[src/rtl/correlator_bank.sv]
// correlator_bank: N-tap early/prompt/late PRN correlator with ±1 I/Q integration and a
// single time-shared I^2+Q^2 squarer. Define CORR_DISC_EN to add the early-minus-late `disc` output.
module correlator_bank #(
   parameter int unsigned N_TAPS  = 3,
   parameter int unsigned TAP_DLY = 1,
   parameter int unsigned ACC_LEN = 1000,
   parameter int unsigned ACC_W   = $clog2(ACC_LEN) + 2,
   parameter int unsigned PWR_W   = 2 * ACC_W
) (
   input  logic                    CLK,
   input  logic                    RST,
   input  logic                    sample_en,
   input  logic                    data_in,
   input  logic                    prn_in,
   input  logic                    sin_in,
   input  logic                    cos_in,
   input  logic                    acc_clr,
   output logic [N_TAPS*PWR_W-1:0] power,
   output logic                    pwr_valid,
   output logic                    sq_busy
`ifdef CORR_DISC_EN
   ,
   output logic signed [PWR_W:0]   disc
`endif
);

   localparam int unsigned DL_LEN = (N_TAPS - 1) * TAP_DLY;
   localparam int unsigned DL_W   = (DL_LEN == 0) ? 1 : DL_LEN;
   localparam int unsigned CNT_W  = (ACC_LEN > 1) ? $clog2(ACC_LEN) : 1;
   localparam int unsigned TAP_W  = (N_TAPS > 1) ? $clog2(N_TAPS) : 1;
   localparam int unsigned IDX_W  = TAP_W + 1;

   typedef enum logic [1:0] {S_IDLE, S_SQ, S_DONE} sq_state_e;

   if ((ACC_LEN < 2 * N_TAPS + 2) || (N_TAPS % 2 == 0)) begin : g_bad_param
      $error("correlator_bank: N_TAPS must be odd and ACC_LEN >= 2*N_TAPS+2");
   end

   logic [DL_W-1:0]         dl_q;
   logic [N_TAPS-1:0]       tap_c;
   logic [CNT_W-1:0]        cnt_q;
   logic                    dump_c;
   logic                    start_q;
   logic signed [ACC_W-1:0] snap_i_c [N_TAPS];
   logic signed [ACC_W-1:0] snap_q_c [N_TAPS];

   sq_state_e               state_q, state_d;
   logic [IDX_W-1:0]        idx_q, idx_d;
   logic [PWR_W-1:0]        part_q, part_d;
   logic [PWR_W-1:0]        pwr_q [N_TAPS];
   logic [PWR_W-1:0]        pwr_d [N_TAPS];
   logic                    pwr_valid_q, pwr_valid_d;
   logic                    sq_busy_q, sq_busy_d;
   logic [TAP_W-1:0]        sel_c;
   logic signed [ACC_W-1:0] op_c;
   logic [ACC_W-1:0]        mag_c;
   logic [PWR_W-1:0]        sq_c;

   // Final sample of the integration; a simultaneous clear cancels the dump.
   assign dump_c = sample_en && !acc_clr && (cnt_q == CNT_W'(ACC_LEN - 1));

   always_ff @(posedge CLK) begin
      if (!RST) begin
         dl_q    <= '0;
         cnt_q   <= '0;
         start_q <= 1'b0;
      end else begin
         start_q <= dump_c;
         if (sample_en) dl_q <= DL_W'({dl_q, prn_in});
         if (acc_clr) cnt_q <= '0;
         else if (sample_en) cnt_q <= dump_c ? '0 : cnt_q + CNT_W'(1);
      end
   end

   for (genvar k = 0; k < N_TAPS; k++) begin : g_tap
      logic signed [ACC_W-1:0] acc_i_q, acc_q_q, snap_i_q, snap_q_q, sum_i_c, sum_q_c;

      if (k == 0) begin : g_t0
         assign tap_c[k] = prn_in;
      end else begin : g_tk
         assign tap_c[k] = dl_q[k*TAP_DLY-1];
      end

      assign sum_i_c = (data_in ^ tap_c[k] ^ sin_in) ? acc_i_q - ACC_W'(1) : acc_i_q + ACC_W'(1);
      assign sum_q_c = (data_in ^ tap_c[k] ^ cos_in) ? acc_q_q - ACC_W'(1) : acc_q_q + ACC_W'(1);

      // The dumping sample lands in the snapshot while the accumulator restarts from zero.
      always_ff @(posedge CLK) begin
         if (!RST) begin
            acc_i_q  <= '0;
            acc_q_q  <= '0;
            snap_i_q <= '0;
            snap_q_q <= '0;
         end else begin
            if (acc_clr || dump_c) begin
               acc_i_q <= '0;
               acc_q_q <= '0;
            end else if (sample_en) begin
               acc_i_q <= sum_i_c;
               acc_q_q <= sum_q_c;
            end
            if (dump_c) begin
               snap_i_q <= sum_i_c;
               snap_q_q <= sum_q_c;
            end
         end
      end

      assign snap_i_c[k] = snap_i_q;
      assign snap_q_c[k] = snap_q_q;
      assign power[k*PWR_W +: PWR_W] = pwr_q[k];
   end

   // Shared squarer: even step squares I of a tap, odd step adds Q^2 and commits.
   assign sel_c = idx_q[IDX_W-1:1];
   assign op_c  = idx_q[0] ? snap_q_c[sel_c] : snap_i_c[sel_c];
   assign mag_c = op_c[ACC_W-1] ? ACC_W'(-op_c) : ACC_W'(op_c);
   assign sq_c  = PWR_W'(mag_c) * PWR_W'(mag_c);

   always_ff @(posedge CLK) begin
      if (!RST) begin
         state_q     <= S_IDLE;
         idx_q       <= '0;
         part_q      <= '0;
         pwr_q       <= '{default: '0};
         pwr_valid_q <= 1'b0;
         sq_busy_q   <= 1'b0;
      end else begin
         state_q     <= state_d;
         idx_q       <= idx_d;
         part_q      <= part_d;
         pwr_q       <= pwr_d;
         pwr_valid_q <= pwr_valid_d;
         sq_busy_q   <= sq_busy_d;
      end
   end

   always_comb begin
      state_d     = state_q;
      idx_d       = idx_q;
      part_d      = part_q;
      pwr_d       = pwr_q;
      pwr_valid_d = 1'b0;
      sq_busy_d   = 1'b0;
      case (state_q)
         S_IDLE: begin
            if (start_q) begin
               state_d = S_SQ;
               idx_d   = '0;
            end
         end
         S_SQ: begin
            if (idx_q[0]) pwr_d[sel_c] = part_q + sq_c;
            else          part_d       = sq_c;
            if (idx_q == IDX_W'(2 * N_TAPS - 1)) begin
               state_d = S_DONE;
               idx_d   = '0;
            end else begin
               idx_d = idx_q + IDX_W'(1);
            end
         end
         S_DONE:  state_d = start_q ? S_SQ : S_IDLE;
         default: state_d = S_IDLE;
      endcase
      pwr_valid_d = (state_d == S_DONE);
      sq_busy_d   = (state_d != S_IDLE);
   end

   assign pwr_valid = pwr_valid_q;
   assign sq_busy   = sq_busy_q;

`ifdef CORR_DISC_EN
   logic signed [PWR_W:0] disc_q;

   // Uses next-state powers so the latest tap written in the final SQ step is included.
   always_ff @(posedge CLK) begin
      if (!RST) disc_q <= '0;
      else if (pwr_valid_d) disc_q <= $signed({1'b0, pwr_d[0]}) - $signed({1'b0, pwr_d[N_TAPS-1]});
   end

   assign disc = disc_q;
`endif

endmodule

[config.mk]
export PLATFORM = sky130hd
export DESIGN_NAME = correlator_bank
export DESIGN_NICKNAME = d
export VERILOG_FILES = /design/src/rtl/correlator_bank.sv
export SDC_FILE = /design/constraint.sdc
export NUM_CORES = 1
export LEC_CHECK = 0
export ABC_AREA = 1
export CAP_MARGIN = 15
export CORE_MARGIN = 8
export CORE_UTILIZATION = 47
export CTS_CLUSTER_SIZE = 20
export DETAILED_ROUTE_END_ITERATION = 7
export PLACE_DENSITY = 0.67
export RECOVER_POWER = 100
export SLEW_MARGIN = 0
export SYNTH_ARGS = -nofsm -noshare
export SYNTH_HDL_FRONTEND = slang
export SYNTH_SLANG_ARGS = --single-unit
[constraint.sdc]
create_clock -name CLK -period 7.4 [get_ports CLK]
set_clock_uncertainty 0.2 [all_clocks]
set_input_delay 1.48 -clock CLK [delete_from_list [all_inputs] [get_ports CLK]]
set_output_delay 1.48 -clock CLK [all_outputs]
set_load 0.005 [all_outputs]
==> results.json <==
{
  "hpwlAfterDp_um": 38000,
  "register_area_mm2": 0.00519,
  "pwr-share-clk": 0.422,
  "first_pass_iters": 5,
  "synth.area.mux_share": 0,
  "max-slew-margin-rel": -0.529,
  "p_int_mw": 2.51,
  "p_sw_mw": 0.981,
  "fin_ws_ns": -0.575,
  "crit_top_cell": "buf_4",
  "die_w_um": 212,
  "finalSetupViolCount": 34,
  "fillers": 3200,
  "swShare": 0.281,
  "critPathMaxStageDelay_ns": 0.55,
  "yosys.area_share.simple": 0.209,
  "grtUsageMet3": 0.0248,
  "rsz0062_at_grt": "true",
  "hold_path_end": "g_tap[2].acc_q_q[2]$_SDFFE_PP0P_",
  "hp-start": "g_tap[2].acc_q_q[2]$_SDFFE_PP0P_",
  "fmax_ghz": 0.125,
  "cts_buffers": 29,
  "cts.sinks": 259,
  "syn_area_mm2": 0.0181,
  "crit_slowest_cell": "fa_1",
  "finish.utilization": 0.640,
  "rr_endpoint": "power[47]$_SDFFE_PN0P_",
  "cts_tree": "built",
  "p_total_mw": 3.49,
  "period_minus_slack_ns": 7.97,
  "synth_top_family_by_area": "simple AND/OR/NAND/NOR gates",
  "synth-seq-area-share": 0.287,
  "yosys_warnings": 0,
  "worst-r2r-setup-slack_ns": -0.57,
  "port_buffers": 81,
  "power_frac_seq": 0.412,
  "clk_path_buf_depth": 3,
  "synth_fa_ha_area_frac": 0.191,
  "cp_max_fo": 6,
  "r2r_start": "idx_q[1]$_SDFFE_PN0P_",
  "start_util": 0.472,
  "powerDensity_mw_per_mm2": 142,
  "areaGrowthSynthToFinish_pct": 35.7,
  "ant_nets": 0,
  "reg2reg_depth": 54,
  "dieArea_mm2": 0.0450,
  "ys_ff_latch": 259,
  "met1_usage": 0.279,
  "dr_total_vias": 17500,
  "clockRootBuffer": "clkbuf_16",
  "h-tree-depth": 1,
  "antenna_cells": 0,
  "die_height_um": 212,
  "syn_area_per_cell_um2": 7.22,
  "via_per_inst": 5.13,
  "min_path_cells": 2,
  "drt_iter0_markers": 908,
  "grtUsageMet2": 0.422,
  "clock_latency_ns": 0.58,
  "slew_viol_final": 127,
  "vdd_drop_max_uv": 205,
  "detail_route.wl_per_cell_um": 16.1,
  "ios": 82,
  "grt_pass1_vias": 17500,
  "synth_xor_area_frac": 0.0568,
  "start_kind": "flip-flop",
  "status": "finished, violations left",
  "worstPathArrival_ns": 8.25,
  "synth_compound_area_frac": 0.148,
  "clk_pin_slew_ns": 0.06,
  "core_mm2": 0.0383,
  "grt_overflow": 0,
  "synthCells": 2502,
  "p_comb_frac": 0.165,
  "dpl_cell_area_mm2": 0.0212,
  "min_period_over_period": 1.08,
  "critPathCaptureType": "flip-flop",
  "place_congestion": 0.903,
  "critPathKind": "reg -> reg",
  "grt_use_total": 0.234,
  "antenna_found_initial": 0,
  "worst_pin_slew_ns": 2.29,
  "finalInstanceArea_mm2": 0.0245,
  "nNetsFinal": 3108,
  "grt_max_degree": 91,
  "rows": 72,
  "critPathRequiredTime_ns": 7.68,
  "multi_input_area_mm2": 0.0125,
  "cap_violations": 3,
  "drt_wl_total_um": 55000,
  "final-hold-violation-count": 0,
  "synth_cell_type_count": 50,
  "grt_busiest_layer": "met2",
  "violations": "max-capacitance violations, max-slew violations, negative setup slack",
  "grt_pass1_wl_um": 86500,
  "leakage_nw": 12.6,
  "drive_gt1_frac": 0.246,
  "drc_errors": 0,
  "hold_path.class": "reg -> reg"
}
==> cells by family (layout without fill, tap and decap cells) <==
logic type,count (synthesis),count (layout)
xor gates and xnor gates,112,112
AOI/OAI and AO/OA,496,496
and+or+nand+nor,906,906
buffers and inverters,502,893
adders and majority gates,225,225
other,2,7
DFF,259,259
==> critical path: cells and delay by family (launching register included) <==
family                   cells  cell delay (ns)
adder cells (fa/ha/maj)      7             2.78
flip-flops                   1             0.36
AND/OR/NAND/NOR             20             1.82
AO/OA/AOI/OAI                3             0.40
buffers and inverters       24             2.33
==> cell usage after synthesis, drive strengths merged <==
library cell | n | area (um^2)
inv | 403 | 1510
clkinv | 4 | 16.3
dfxtp | 259 | 5180
a211oi | 1 | 7.51
a21boi | 6 | 45.0
nand3b | 1 | 7.51
nor3 | 11 | 55.1
nand3 | 120 | 611
buf | 26 | 164
nor3b | 1 | 7.51
a31o | 1 | 8.76
o211ai | 29 | 218
or2 | 12 | 75.1
o21ai | 248 | 1240
o211a | 1 | 10.0
a31oi | 6 | 37.5
nand4 | 17 | 113
o31ai | 1 | 7.51
a21oi | 171 | 856
conb | 2 | 7.51
nand2 | 310 | 1180
clkbuf | 69 | 259
a22oi | 1 | 7.51
ha | 140 | 1750
xor2 | 74 | 693
nor2 | 423 | 1660
o21a | 2 | 15.0
xnor2 | 38 | 333
o21bai | 17 | 128
o2111ai | 1 | 8.76
a21o | 10 | 75.1
o22ai | 1 | 6.26
and2 | 2 | 12.5
nor4 | 9 | 56.3
fa | 85 | 1700
==> how the worst max path moves through the flow <==
stage                              to                   from
2_1_floorplan  power[23]$_SDFFE_PN0P_  idx_q[1]$_SDFFE_PN0P_
3_3_place_gp   power[23]$_SDFFE_PN0P_  idx_q[1]$_SDFFE_PN0P_
3_5_place_dp   power[20]$_SDFFE_PN0P_  idx_q[2]$_SDFFE_PN0P_
4_1_cts        power[22]$_SDFFE_PN0P_  idx_q[1]$_SDFFE_PN0P_
5_1_grt        power[71]$_SDFFE_PN0P_  idx_q[1]$_SDFFE_PN0P_
6_report       power[47]$_SDFFE_PN0P_  idx_q[1]$_SDFFE_PN0P_
==> power groups by stage <==
stage          Sequential [mW]  Clock, mW  Combinational [mW]
3_3_place_gp              1.47          0               0.524
6_report                  1.44       1.47               0.577
4_1_cts                   1.44       1.50               0.565
2_1_floorplan             1.46          0               0.399
3_5_place_dp              1.47          0               0.541
5_1_grt                   1.44       1.56               0.642
==> per-stage QoR <==
| stage | setup TNS, ns | setup slack [ns] | hold slack, ns | cells |
|---|---|---|---|---|
| finish | -12.21 | -0.575 | 0.271 | 3416 |
| global route | -27.63 | -1.05 | 0.286 | 3416 |
| CTS | -3.93 | -0.327 | 0.272 | 3382 |
| detailed placement | -15.38 | -0.619 | 0.263 | 3253 |
| global placement | -10.81 | -0.462 | 0.256 | 3253 |
| floorplan | 0 | 0.00228 | 0.245 | 2507 |
==> layout make-up <==
type	count	area share
multi-input combinational	1746	0.509
sequential	259	0.212
timing repair buffer	432	0.150
inverter	407	0.0628
clock buffer	42	0.0344
tap	518	0.0264
clock inverter	12	0.00546
==> layer usage <==
layer | wire length (um) | part of all wire
met1 | 22800 | 0.41
met2 | 27900 | 0.51
met3 | 1880 | 0.034
met4 | 2470 | 0.045
met5 | 0 | 0
==> cell usage in the layout (no fill, tap or decap), types with 31 or more instances in the layout <==
cell / n
nor2_1: 372
inv_1: 356
buf_4: 306
dfxtp_1: 257
nand2_1: 236
o21ai_0: 210
a21oi_1: 143
ha_1: 122
nand3_1: 95
fa_1: 79
dlygate4sd3_1: 75
xor2_1: 61
inv_2: 44
nand2_2: 43
xnor2_1: 32
nor2_2: 32
buf_6: 31
==> flip-flops by register name (all words and copies together) (netlist names) <==
name and cells:
power 72, g_tap.acc_i_q 36, g_tap.acc_q_q 36, g_tap.snap_i_q 36, g_tap.snap_q_q 36, part_q 23, cnt_q 10, idx_q 3
dl_q 2, state_q 2, pwr_valid 1, sq_busy 1, start_q 1
==> repair_timing <==
item / CTS / global route
hold buffers: 0 / 0
setup endpoints to repair: 36 / 49
buffers inserted: 77 / 43
resized for setup: 136 / 229
cloned: 2 / 0
pin swaps: 50 / 107
Power figures use the tool's default switching activity.
